[src/rtl/alu_mem_stage_if.sv]
// Execute/memory stage bus: control, operands and stage results of the 16-bit CPU.
// The master drives decode/operand/memory-control fields; the slave returns ALU and memory results.
interface alu_mem_stage_if;
  logic [1:0]  ALUOp;
  logic [3:0]  Opcode;
  logic [1:0]  Funct;
  logic [15:0] ReadData1;
  logic [15:0] ReadData2;
  logic [7:0]  Imm8;
  logic        ALUSrc;
  logic        Shift;
  logic [15:0] ShiftResult;
  logic        MemRead;
  logic        MemWrite;
  logic        MemToReg;
  logic [3:0]  ALUCtrl;
  logic [15:0] ALUResult;
  logic        Zero;
  logic        Overflow;
  logic        CarryOut;
  logic [15:0] StageResult;
  logic [15:0] MemData;
  logic [15:0] WriteData;

  modport master (
    output ALUOp, Opcode, Funct, ReadData1, ReadData2, Imm8, ALUSrc, Shift,
           ShiftResult, MemRead, MemWrite, MemToReg,
    input  ALUCtrl, ALUResult, Zero, Overflow, CarryOut, StageResult, MemData, WriteData
  );

  modport slave (
    input  ALUOp, Opcode, Funct, ReadData1, ReadData2, Imm8, ALUSrc, Shift,
           ShiftResult, MemRead, MemWrite, MemToReg,
    output ALUCtrl, ALUResult, Zero, Overflow, CarryOut, StageResult, MemData, WriteData
  );
endinterface

[src/rtl/alu_mem_stage.sv]
// Execute + memory stage: ALU control decode, 16-bit ALU, shifter select,
// byte-addressed little-endian data memory and write-back select.
module alu_mem_stage #(
  parameter int MEM_BYTES = 256,
  parameter int ADDR_BITS = 8
) (
  input  logic           Clock,
  input  logic           Reset_n,
  alu_mem_stage_if.slave bus
);

  localparam logic [3:0] CTRL_AND = 4'b0000;
  localparam logic [3:0] CTRL_OR  = 4'b0001;
  localparam logic [3:0] CTRL_ADD = 4'b0010;
  localparam logic [3:0] CTRL_XOR = 4'b0011;
  localparam logic [3:0] CTRL_SUB = 4'b0110;
  localparam logic [3:0] CTRL_SLT = 4'b0111;
  localparam logic [3:0] CTRL_NOR = 4'b1100;

  logic [3:0]        alu_ctrl;
  logic signed [15:0] op_a;
  logic signed [15:0] op_b;
  logic [16:0]       sum_w;
  logic [16:0]       diff_w;
  logic [15:0]       alu_res;
  logic              alu_ov;
  logic              alu_co;
  logic [15:0]       stage_res;
  logic [15:0]       mem_rd;
  logic [ADDR_BITS-1:0] addr_lo;
  logic [ADDR_BITS-1:0] addr_hi;
  logic [7:0]        mem [MEM_BYTES];

  always_comb begin
    alu_ctrl = CTRL_ADD;
    unique case (bus.ALUOp)
      2'b00: alu_ctrl = CTRL_ADD;
      2'b01: alu_ctrl = CTRL_SUB;
      2'b10: begin
        if (bus.Opcode == 4'b0000) begin
          unique case (bus.Funct)
            2'b00: alu_ctrl = CTRL_ADD;
            2'b01: alu_ctrl = CTRL_SUB;
            2'b10: alu_ctrl = CTRL_SLT;
            2'b11: alu_ctrl = CTRL_NOR;
          endcase
        end else if (bus.Opcode == 4'b0001) begin
          unique case (bus.Funct)
            2'b00: alu_ctrl = CTRL_AND;
            2'b01: alu_ctrl = CTRL_OR;
            2'b10: alu_ctrl = CTRL_XOR;
            2'b11: alu_ctrl = CTRL_NOR;
          endcase
        end
      end
      2'b11: begin
        case (bus.Opcode)
          4'b0100: alu_ctrl = CTRL_ADD;
          4'b0101: alu_ctrl = CTRL_SUB;
          4'b0110: alu_ctrl = CTRL_SLT;
          4'b0111: alu_ctrl = CTRL_AND;
          4'b1000: alu_ctrl = CTRL_OR;
          4'b1001: alu_ctrl = CTRL_XOR;
          default: alu_ctrl = CTRL_ADD;
        endcase
      end
    endcase
  end

  assign op_a   = bus.ReadData1;
  assign op_b   = bus.ALUSrc ? {{8{bus.Imm8[7]}}, bus.Imm8} : bus.ReadData2;
  // Subtraction as A + ~B + 1 so bit 16 is the no-borrow flag.
  assign sum_w  = {1'b0, op_a} + {1'b0, op_b};
  assign diff_w = {1'b0, op_a} + {1'b0, ~op_b} + 17'd1;

  always_comb begin
    alu_res = 16'h0000;
    alu_ov  = 1'b0;
    alu_co  = 1'b0;
    case (alu_ctrl)
      CTRL_AND: alu_res = op_a & op_b;
      CTRL_OR:  alu_res = op_a | op_b;
      CTRL_XOR: alu_res = op_a ^ op_b;
      CTRL_NOR: alu_res = ~(op_a | op_b);
      CTRL_ADD: begin
        alu_res = sum_w[15:0];
        alu_co  = sum_w[16];
        alu_ov  = (op_a[15] == op_b[15]) && (sum_w[15] != op_a[15]);
      end
      CTRL_SUB: begin
        alu_res = diff_w[15:0];
        alu_co  = diff_w[16];
        alu_ov  = (op_a[15] != op_b[15]) && (diff_w[15] != op_a[15]);
      end
      CTRL_SLT: alu_res = {15'd0, (op_a < op_b)};
      default:  alu_res = 16'h0000;
    endcase
  end

  assign stage_res = bus.Shift ? bus.ShiftResult : alu_res;

  // Halfword-aligned address; upper result bits wrap modulo MEM_BYTES.
  assign addr_lo = {stage_res[ADDR_BITS-1:1], 1'b0};
  assign addr_hi = {stage_res[ADDR_BITS-1:1], 1'b1};

  always_ff @(posedge Clock or negedge Reset_n) begin
    if (!Reset_n) begin
      for (int i = 0; i < MEM_BYTES; i++) mem[i] <= 8'h00;
    end else if (bus.MemWrite) begin
      mem[addr_lo] <= bus.ReadData2[7:0];
      mem[addr_hi] <= bus.ReadData2[15:8];
    end
  end

  assign mem_rd = bus.MemRead ? {mem[addr_hi], mem[addr_lo]} : 16'h0000;

  assign bus.ALUCtrl     = alu_ctrl;
  assign bus.ALUResult   = alu_res;
  assign bus.Zero        = ~|alu_res;
  assign bus.Overflow    = alu_ov;
  assign bus.CarryOut    = alu_co;
  assign bus.StageResult = stage_res;
  assign bus.MemData     = mem_rd;
  assign bus.WriteData   = bus.MemToReg ? mem_rd : stage_res;

endmodule

[src/flat_wrapper.sv]
// flat-port wrapper written by rule: the top's interface ports become plain ports
module alu_mem_stage_flat 
#(
  parameter int MEM_BYTES = 256,
  parameter int ADDR_BITS = 8
)
  (Clock, Reset_n, bus_ALUOp, bus_Opcode, bus_Funct, bus_ReadData1, bus_ReadData2, bus_Imm8, bus_ALUSrc, bus_Shift, bus_ShiftResult, bus_MemRead, bus_MemWrite, bus_MemToReg, bus_ALUCtrl, bus_ALUResult, bus_Zero, bus_Overflow, bus_CarryOut, bus_StageResult, bus_MemData, bus_WriteData);
  alu_mem_stage_if bus_i ();
  input  logic Clock;
  input  logic Reset_n;
  input wire logic [$bits(bus_i.ALUOp)-1:0] bus_ALUOp;
  input wire logic [$bits(bus_i.Opcode)-1:0] bus_Opcode;
  input wire logic [$bits(bus_i.Funct)-1:0] bus_Funct;
  input wire logic [$bits(bus_i.ReadData1)-1:0] bus_ReadData1;
  input wire logic [$bits(bus_i.ReadData2)-1:0] bus_ReadData2;
  input wire logic [$bits(bus_i.Imm8)-1:0] bus_Imm8;
  input wire logic [$bits(bus_i.ALUSrc)-1:0] bus_ALUSrc;
  input wire logic [$bits(bus_i.Shift)-1:0] bus_Shift;
  input wire logic [$bits(bus_i.ShiftResult)-1:0] bus_ShiftResult;
  input wire logic [$bits(bus_i.MemRead)-1:0] bus_MemRead;
  input wire logic [$bits(bus_i.MemWrite)-1:0] bus_MemWrite;
  input wire logic [$bits(bus_i.MemToReg)-1:0] bus_MemToReg;
  output wire logic [$bits(bus_i.ALUCtrl)-1:0] bus_ALUCtrl;
  output wire logic [$bits(bus_i.ALUResult)-1:0] bus_ALUResult;
  output wire logic [$bits(bus_i.Zero)-1:0] bus_Zero;
  output wire logic [$bits(bus_i.Overflow)-1:0] bus_Overflow;
  output wire logic [$bits(bus_i.CarryOut)-1:0] bus_CarryOut;
  output wire logic [$bits(bus_i.StageResult)-1:0] bus_StageResult;
  output wire logic [$bits(bus_i.MemData)-1:0] bus_MemData;
  output wire logic [$bits(bus_i.WriteData)-1:0] bus_WriteData;
  assign bus_i.ALUOp = bus_ALUOp;
  assign bus_i.Opcode = bus_Opcode;
  assign bus_i.Funct = bus_Funct;
  assign bus_i.ReadData1 = bus_ReadData1;
  assign bus_i.ReadData2 = bus_ReadData2;
  assign bus_i.Imm8 = bus_Imm8;
  assign bus_i.ALUSrc = bus_ALUSrc;
  assign bus_i.Shift = bus_Shift;
  assign bus_i.ShiftResult = bus_ShiftResult;
  assign bus_i.MemRead = bus_MemRead;
  assign bus_i.MemWrite = bus_MemWrite;
  assign bus_i.MemToReg = bus_MemToReg;
  assign bus_ALUCtrl = bus_i.ALUCtrl;
  assign bus_ALUResult = bus_i.ALUResult;
  assign bus_Zero = bus_i.Zero;
  assign bus_Overflow = bus_i.Overflow;
  assign bus_CarryOut = bus_i.CarryOut;
  assign bus_StageResult = bus_i.StageResult;
  assign bus_MemData = bus_i.MemData;
  assign bus_WriteData = bus_i.WriteData;
  alu_mem_stage #(.MEM_BYTES(MEM_BYTES), .ADDR_BITS(ADDR_BITS)) u_core (.Clock(Clock), .Reset_n(Reset_n), .bus(bus_i));
endmodule
[config.mk]
export PLATFORM = sky130hd
export DESIGN_NAME = alu_mem_stage_flat
export DESIGN_NICKNAME = d
export VERILOG_FILES = /design/src/rtl/alu_mem_stage_if.sv /design/src/rtl/alu_mem_stage.sv /design/src/flat_wrapper.sv
export SDC_FILE = /design/constraint.sdc
export NUM_CORES = 2
export LEC_CHECK = 0
export BUFFER_PORTS_ARGS = -buffer_cell sky130_fd_sc_hd__buf_2
export CORE_MARGIN = 4
export CORE_UTILIZATION = 55
export DETAILED_ROUTE_END_ITERATION = 10
export PLACE_DENSITY_LB_ADDON = 0.25
export SETUP_SLACK_MARGIN = 0.05
export SYNTH_ARGS = -nofsm -noshare
export SYNTH_HDL_FRONTEND = slang
export SYNTH_SLANG_ARGS = --single-unit
[constraint.sdc]
create_clock -name Clock -period 6.3 [get_ports Clock]
set_input_delay 0.945 -clock Clock [delete_from_list [all_inputs] [get_ports Clock]]
set_output_delay 0.945 -clock Clock [all_outputs]
set_load 0.03 [all_outputs]
Word level (Yosys, flattened, before mapping):

Cells that the tools add are included.

* register bits: 2048
* latch bits: 0
* RAM bits: 0
* memory bits (read-only): 0
* input bits: 71
* output and inout port bits: 71
* logic and storage cells: 328
* memories kept: 0

* $add $sub $neg: 3
* multiply operators: 0
* divide/modulo/power cells: 0
* order comparisons: 5
* eq/ne operators: 22
* shift operators: 0
* muxes and demuxes: 25
* bitwise logic cells: 7
* reduce and logical (&&, ||, !) cells: 10

Operator list (number)
* $bwmux 2048: 2
* $bmux 8 s8: 2
* $demux 8 s8: 2
* $pmux 16 s7: 1
* $mux 16: 4
* $mux 8: 6
* $pmux 4 s4: 3
* $add 16x16->17: 2
* $not 16->16: 2
* $eq 4x3->1 const B: 5
* $ge 9x9->1 const B: 2
* $lt 9x1->1 const B: 2
* $not 8->9: 2
* $add 17x1->17 const B: 1
* $and 16x16->16: 1
* $lt 16x16->1: 1
* $or 16x16->16: 1
* $reduce_or 16->1: 1
* $xor 16x16->16: 1
* $pmux 3 s5: 1
* $eq 4x4->1 const B: 3
* $eq 2x2->1 const B: 4
* $eq 4x1->1 const B: 2
* $eq 4x2->1 const B: 2
* 9 further kinds: 19

Depth between registers and ports, before layout:

* word-level depth: 15
* gate-level depth with buffers: 23
* gate-level depth less buffers: 18

Worst setup path before layout:

OpenSTA, ideal clock, no wires.

* kind: input to output
* start: input bus_ALUSrc
* end: output bus_WriteData[0]
* arrival time: 6.129 ns
* data required time: 5.355 ns
* path slack: -0.774 ns
* cell stages on the path: 19
* buffers on the path: 5
* cells stage by stage: clkbuf_1 > mux2i_1 > ha_1 > clkbuf_1 > nand2b_1 > a21oi_1 > or3_1 > mux2i_1 > mux2i_1 > nor2_1 > inv_1 > clkbuf_1 > buf_2 > clkbuf_1 > o311ai_0 > nand3_1 > nand4_1 > nor4_1 > mux2_2

* longest elaborated chain between the ends: 12

Ends and longest elaborated chain
* start, declared: RTL line flat_wrapper.sv:17 `input wire logic [$bits(bus_i.ALUSrc)-1:0] bus_ALUSrc;`
* $mux 16 *: RTL line alu_mem_stage.sv:71 `assign op_b = bus.ALUSrc ? {{8{bus.Imm8[7]}}, bus.Imm8} : bus.ReadData2;`
* $not 16->16: RTL line alu_mem_stage.sv:74 `assign diff_w = {1'b0, op_a} + {1'b0, ~op_b} + 17'd1;`
* $add 16x16->17: RTL line alu_mem_stage.sv:74
* $add 17x1->17: RTL line alu_mem_stage.sv:74
* $pmux 16 s7 *: RTL line alu_mem_stage.sv:80 `case (alu_ctrl)`
* $mux 16 *: RTL line alu_mem_stage.sv:100 `assign stage_res = bus.Shift ? bus.ShiftResult : alu_res;`
* via bus_StageResult[5]: RTL line flat_wrapper.sv:28 `output wire logic [$bits(bus_i.StageResult)-1:0] bus_StageResult;`
* $not 8->9 (implied by the code) *: RTL line alu_mem_stage.sv:115 `assign mem_rd = bus.MemRead ? {mem[addr_hi], mem[addr_lo]} : 16'h0000;`
* $bmux 8 s8 *: RTL line alu_mem_stage.sv:115
* $mux 8 (implied by the code) * (2 in series): RTL line alu_mem_stage.sv:115
* $mux 16 *: RTL line alu_mem_stage.sv:115
* via bus_MemData[0]: RTL line flat_wrapper.sv:29 `output wire logic [$bits(bus_i.MemData)-1:0] bus_MemData;`
* $mux 16 *: RTL line alu_mem_stage.sv:124 `assign bus.WriteData = bus.MemToReg ? mem_rd : stage_res;`
* end, declared: RTL line flat_wrapper.sv:30 `output wire logic [$bits(bus_i.WriteData)-1:0] bus_WriteData;`

The timed path passes the listed nets; every way through them passes the cells marked *. The select of a mux whose other input is x is not followed.

Worst setup path in the final report:

* start: input bus_Opcode[3]
* end: output bus_WriteData[0]

* longest elaborated chain between the ends: 13

Ends and longest elaborated chain
* start, declared: RTL line flat_wrapper.sv:12 `input wire logic [$bits(bus_i.Opcode)-1:0] bus_Opcode;`
* $eq 4x1->1: RTL line alu_mem_stage.sv:47 `end else if (bus.Opcode == 4'b0001) begin`
* $mux 4: RTL line alu_mem_stage.sv:47
* $mux 4: RTL line alu_mem_stage.sv:40 `if (bus.Opcode == 4'b0000) begin`
* $pmux 4 s4 *: RTL line alu_mem_stage.sv:36 `unique case (bus.ALUOp)`
* $eq 4x3->1, or another cell as far along: RTL line alu_mem_stage.sv:80
* $pmux 16 s7 *: RTL line alu_mem_stage.sv:80
* $mux 16 *: RTL line alu_mem_stage.sv:100
* $not 8->9 (implied by the code): RTL line alu_mem_stage.sv:115
* $bmux 8 s8: RTL line alu_mem_stage.sv:115
* $mux 8 (implied by the code) (2 in series): RTL line alu_mem_stage.sv:115
* $mux 16: RTL line alu_mem_stage.sv:115
* $mux 16 *: RTL line alu_mem_stage.sv:124

Every way passes the cells marked *; elsewhere a longest branch is shown, timed or not. The select of a mux whose other input is x is not followed.

==> results_dict.tcl <==
set metrics [dict create \
    crit_arrival_ns 5.69 \
    synth_seq_area_share_pct 47.4 \
    syn_to_final_growth_pct 24.5 \
    synth_area_mm2 0.108 \
    worst-path-max-fanout 17 \
    io_buffers 141 \
    timing_max_transition_violations_final 0 \
    violated_checks "negative setup slack" \
    power_density_mw_per_mm2 330 \
    cts.path.max_buffers 3 \
    top_regs "u_core.mem: 2048 flops" \
    worstSetupEndpoint "bus_WriteData[0]" \
    routed_wl_um 441000 \
    avgSynthCellArea_um2 10.4 \
    synth_common_cells "2,089 x mux2_2, 2,048 x dfrtp_1, 1,855 x nand2_1" \
    muxShareOfSynthArea_pct 26.1 \
    post-synth-top-area-cell "dfrtp_1" \
    post_synth_xor_area_fraction_pct 0.0729 \
    synth_fa_ha_area_share_pct 0.639 \
    grt_start_max_net_pins 205 \
    clkTransAtPathRegs_ns 0.06 \
    worst_clock_skew_ns 0 \
    dr_wl_met2_um 186000 \
    dp_worst_setup_slack_ns -1.16 \
    via_per_inst 6.80 \
    switching_share_pct 33.9 \
    cts_num_sinks 2048 \
    design.die.area_mm2 0.204 \
    met3_length_um 58000 \
    worstReg2RegEnd "u_core.mem[1742]" \
    final.fill_count 13800 \
    global_route.usage.total_pct 41.5 \
    outcome "finished, violations left" \
    timing.critical_path.required_ns 5.35 \
    number_of_distinct_standard_cells_referenced_by_the_synthesized_netlist 95 \
    r2r_slack_ns 5.45 \
    antenna_violating_nets_left 0 \
    crit_top_cell "buf_12" \
    die_h_um 451 \
    regToRegStartpoint "u_core.mem[1742]" \
    share_of_final_layout_standard_cells_stronger_than_drive_strength_1_pct 40.5 \
    largest_reg_flops 2048 \
    number_of_buffers_inserted_during_clock_tree_synthesis 213 \
    core_area_mm2 0.195 \
    grt_pass1_vias 93300 \
    io_pins 142 \
    crit_start "bus_Opcode[3]" \
    layout_setup_ws_ns -0.337 \
    p_comb_share_pct 31.5 \
    floorplan.initialDensity_pct 55.4 \
    net-switching-power_mw 15.0 \
    nets 11400 \
    post_synthesis_instance_total 10400 \
    ys_ff_latch 2048 \
    post_synth_main_area_contributors "dfrtp_1 47%, mux2_2 22%, nand2_1 6.4%" \
    worst_r2r_path_depth 1 \
    cp-start-kind "input port" \
    antenna_found_initial 22 \
    leakage_nw 63.1 \
    hpwlAfterDp_um 282000 \
    cts-htree-levels 4 \
    internal-power_mw 29.4 \
    seq_power_share_pct 39.7 \
    num_rows 162 \
    tightest_slew_ns 1.37 \
    crit_chain "buf_8 > or4_4 > or4_4 > a32o_2 > buf_6 > o32ai_4 > nor3_4 > buf_12 > buf_4 > buf_12 > buf_16 > buf_12 > buf_12 > nand2_1 > a21oi_1 > o311ai_1 > nand3_4 > nand4_1 > buf_6 > nor4_4 > buf_4 > mux2_4 > buf_6" \
    worstSkewPairLatency_ns 0.89 \
    worstHoldPathType "in2reg" \
    die_w_um 451 \
    remaining_drc_errors 0 \
    vias 95600 \
    grt_first_pass_wirelength_um 628000 \
    detailedRoute.firstPassIterationCount 9 \
    crit_type "in2out" \
    fin_hold_viols 0 \
    timing.critical_path.slowest_stage_cell "or4_4" \
    critical_path.max_stage_delay_ns 0.55 \
    tritoncts_clock_tree "yes" \
    post-synth-top-count-cell "mux2_2" \
    clock_tree_root_buffer_cell "clkbuf_16" \
    max_flop_register "u_core.mem" \
    critPathCaptureType "output port" \
    fin_hold_ws_ns 0.459 \
    period_needed_ns 6.64 \
    synth-edff-count 0 \
    rsz_0062_raised_after_global_routing "yes" \
    synthDominantCellAreaShare_pct 47.4 \
    syn_nets 10500 \
    detail_route.iter0.violations 13700 \
    finalCritPeriodShare_pct 105 \
    globalRouteOverflowTotal 0 \
    total_power_mw 44.4 \
    worst_slew_margin_rel_pct 8.11 \
    max_cap_violations 0 \
    ir_worst_vdd_v 0.000276 \
    synth-simple-area-share_pct 12.6 \
    met1_length_um 157000 \
    highest_layer "met5" \
    synth-warning-count 0 \
    place.gp.congestion 1.01 \
    timing.fmax_ghz 0.151 \
    clockPowerShare_pct 28.7 \
    async_flop_share_pct 100 \
    routed_wire_length_per_instance_um 31.4 \
    synth_top_flop_cell "dfrtp_1" \
    synth_top_family_by_area "multiplexers" \
    fraction_of_the_mapped_netlist_area_in_compound_gates_pct 9.12 \
    setup_viol_count_final 31 \
]
[power by group through the flow]
stage                     sequential [mW]  clock, mW  combinational (mW)
after detailed placement             17.7          0                11.7
after floorplan                      17.2          0                6.78
final                                17.7       12.8                14.0
after global routing                 17.9       13.3                14.6
after global placement               17.5          0                11.4
after CTS                            17.5       12.8                12.9
[cell type report]
type | instances | area [um^2] | area share [%]
antenna | 12 | 30.0 | 0.0223
clock buffer | 319 | 6180 | 4.59
clock inverter | 65 | 769 | 0.572
inverter | 68 | 364 | 0.271
multi-input combinational | 7256 | 56000 | 41.6
sequential | 2048 | 51200 | 38.1
tap | 2624 | 3280 | 2.44
timing repair buffer | 1661 | 16600 | 12.3
timing repair inverter | 3 | 76.3 | 0.0567
[metrics by stage]
step                      setup TNS (ns)  util (%)  area, um^2  cells
after global placement            -24.50      61.5      120000  13400
after detailed placement          -25.58      61.5      120000  13400
final                              -6.91      68.9      135000  14100
after CTS                          -3.62      67.4      132000  13900
after floorplan                  -0.0160         -      108000  10400
after global routing               -7.83      68.9      135000  14000
[worst min-delay path by stage]
stage	startpoint	end	slack, ns	depth (start not counted)
3_5_place_dp	u_core.mem[589]	u_core.mem[589]	0.48	1
2_1_floorplan	u_core.mem[589]	u_core.mem[589]	0.46	1
6_report	bus_ReadData2[0]	u_core.mem[1736]	0.46	2
3_3_place_gp	u_core.mem[589]	u_core.mem[589]	0.47	1
4_1_cts	bus_ReadData2[0]	u_core.mem[1736]	0.41	2
5_1_grt	bus_ReadData2[0]	u_core.mem[1736]	0.43	2
[logic make-up (layout without fill, tap and decap cells)]
kind of cell    after synthesis  count (layout)
compound gates             1509            1509
xor+xnor                      9               9
fa+ha+maj                    54              54
buf+inv                    1048            2116
flops                      2048            2048
mux                        2552            2552
other cells                   0              12
simple gates               3132            3132
[cells in the final DEF, fill, tap and decap left out, drive strengths merged, types with 24 or more instances in the layout]
master  Yosys  routed
nor4       94      94
mux2     2094    2094
o211ai    181     181
nand2    1863    1863
nand3     650     650
a211oi     65      65
o31ai      56      56
and3       45      45
o21ai     204     204
mux2i     454     454
dfrtp    2048    2048
clkinv      5      56
a22oi      30      30
clkbuf    649     333
a21oi     363     363
a31oi     219     219
o311ai     33      33
o31a       24      24
ha         52      52
nor3       87      87
a311oi     25      25
o22ai     132     132
nand4      58      58
buf       331    1645
inv        63      70
nor2      257     257
[routing by layer]
layer  global-route usage [%]  vias to the layer above
li1                         -                    38900
met5                        0                        -
met2                     59.7                     6869
met4                     31.1                        6
met1                     51.9                    48000
met3                     13.6                     1870
[what timing repair did]
item / CTS / global route
resized for setup: 635 / 415
setup endpoints to repair: 35 / 35
buffers inserted: 156 / 117
hold buffers: 1 / 0
hold endpoints to repair: 21 / 0
pin swaps: 130 / 139
gates cloned: 19 / 13
[critical path: cells and delay by family]
family,cells,cell delay [ns]
compound gates,4,1.11
buf+inv,11,1.65
mux,1,0.26
simple gates,7,1.69
No activity file was read; power rests on OpenSTA's default activity.
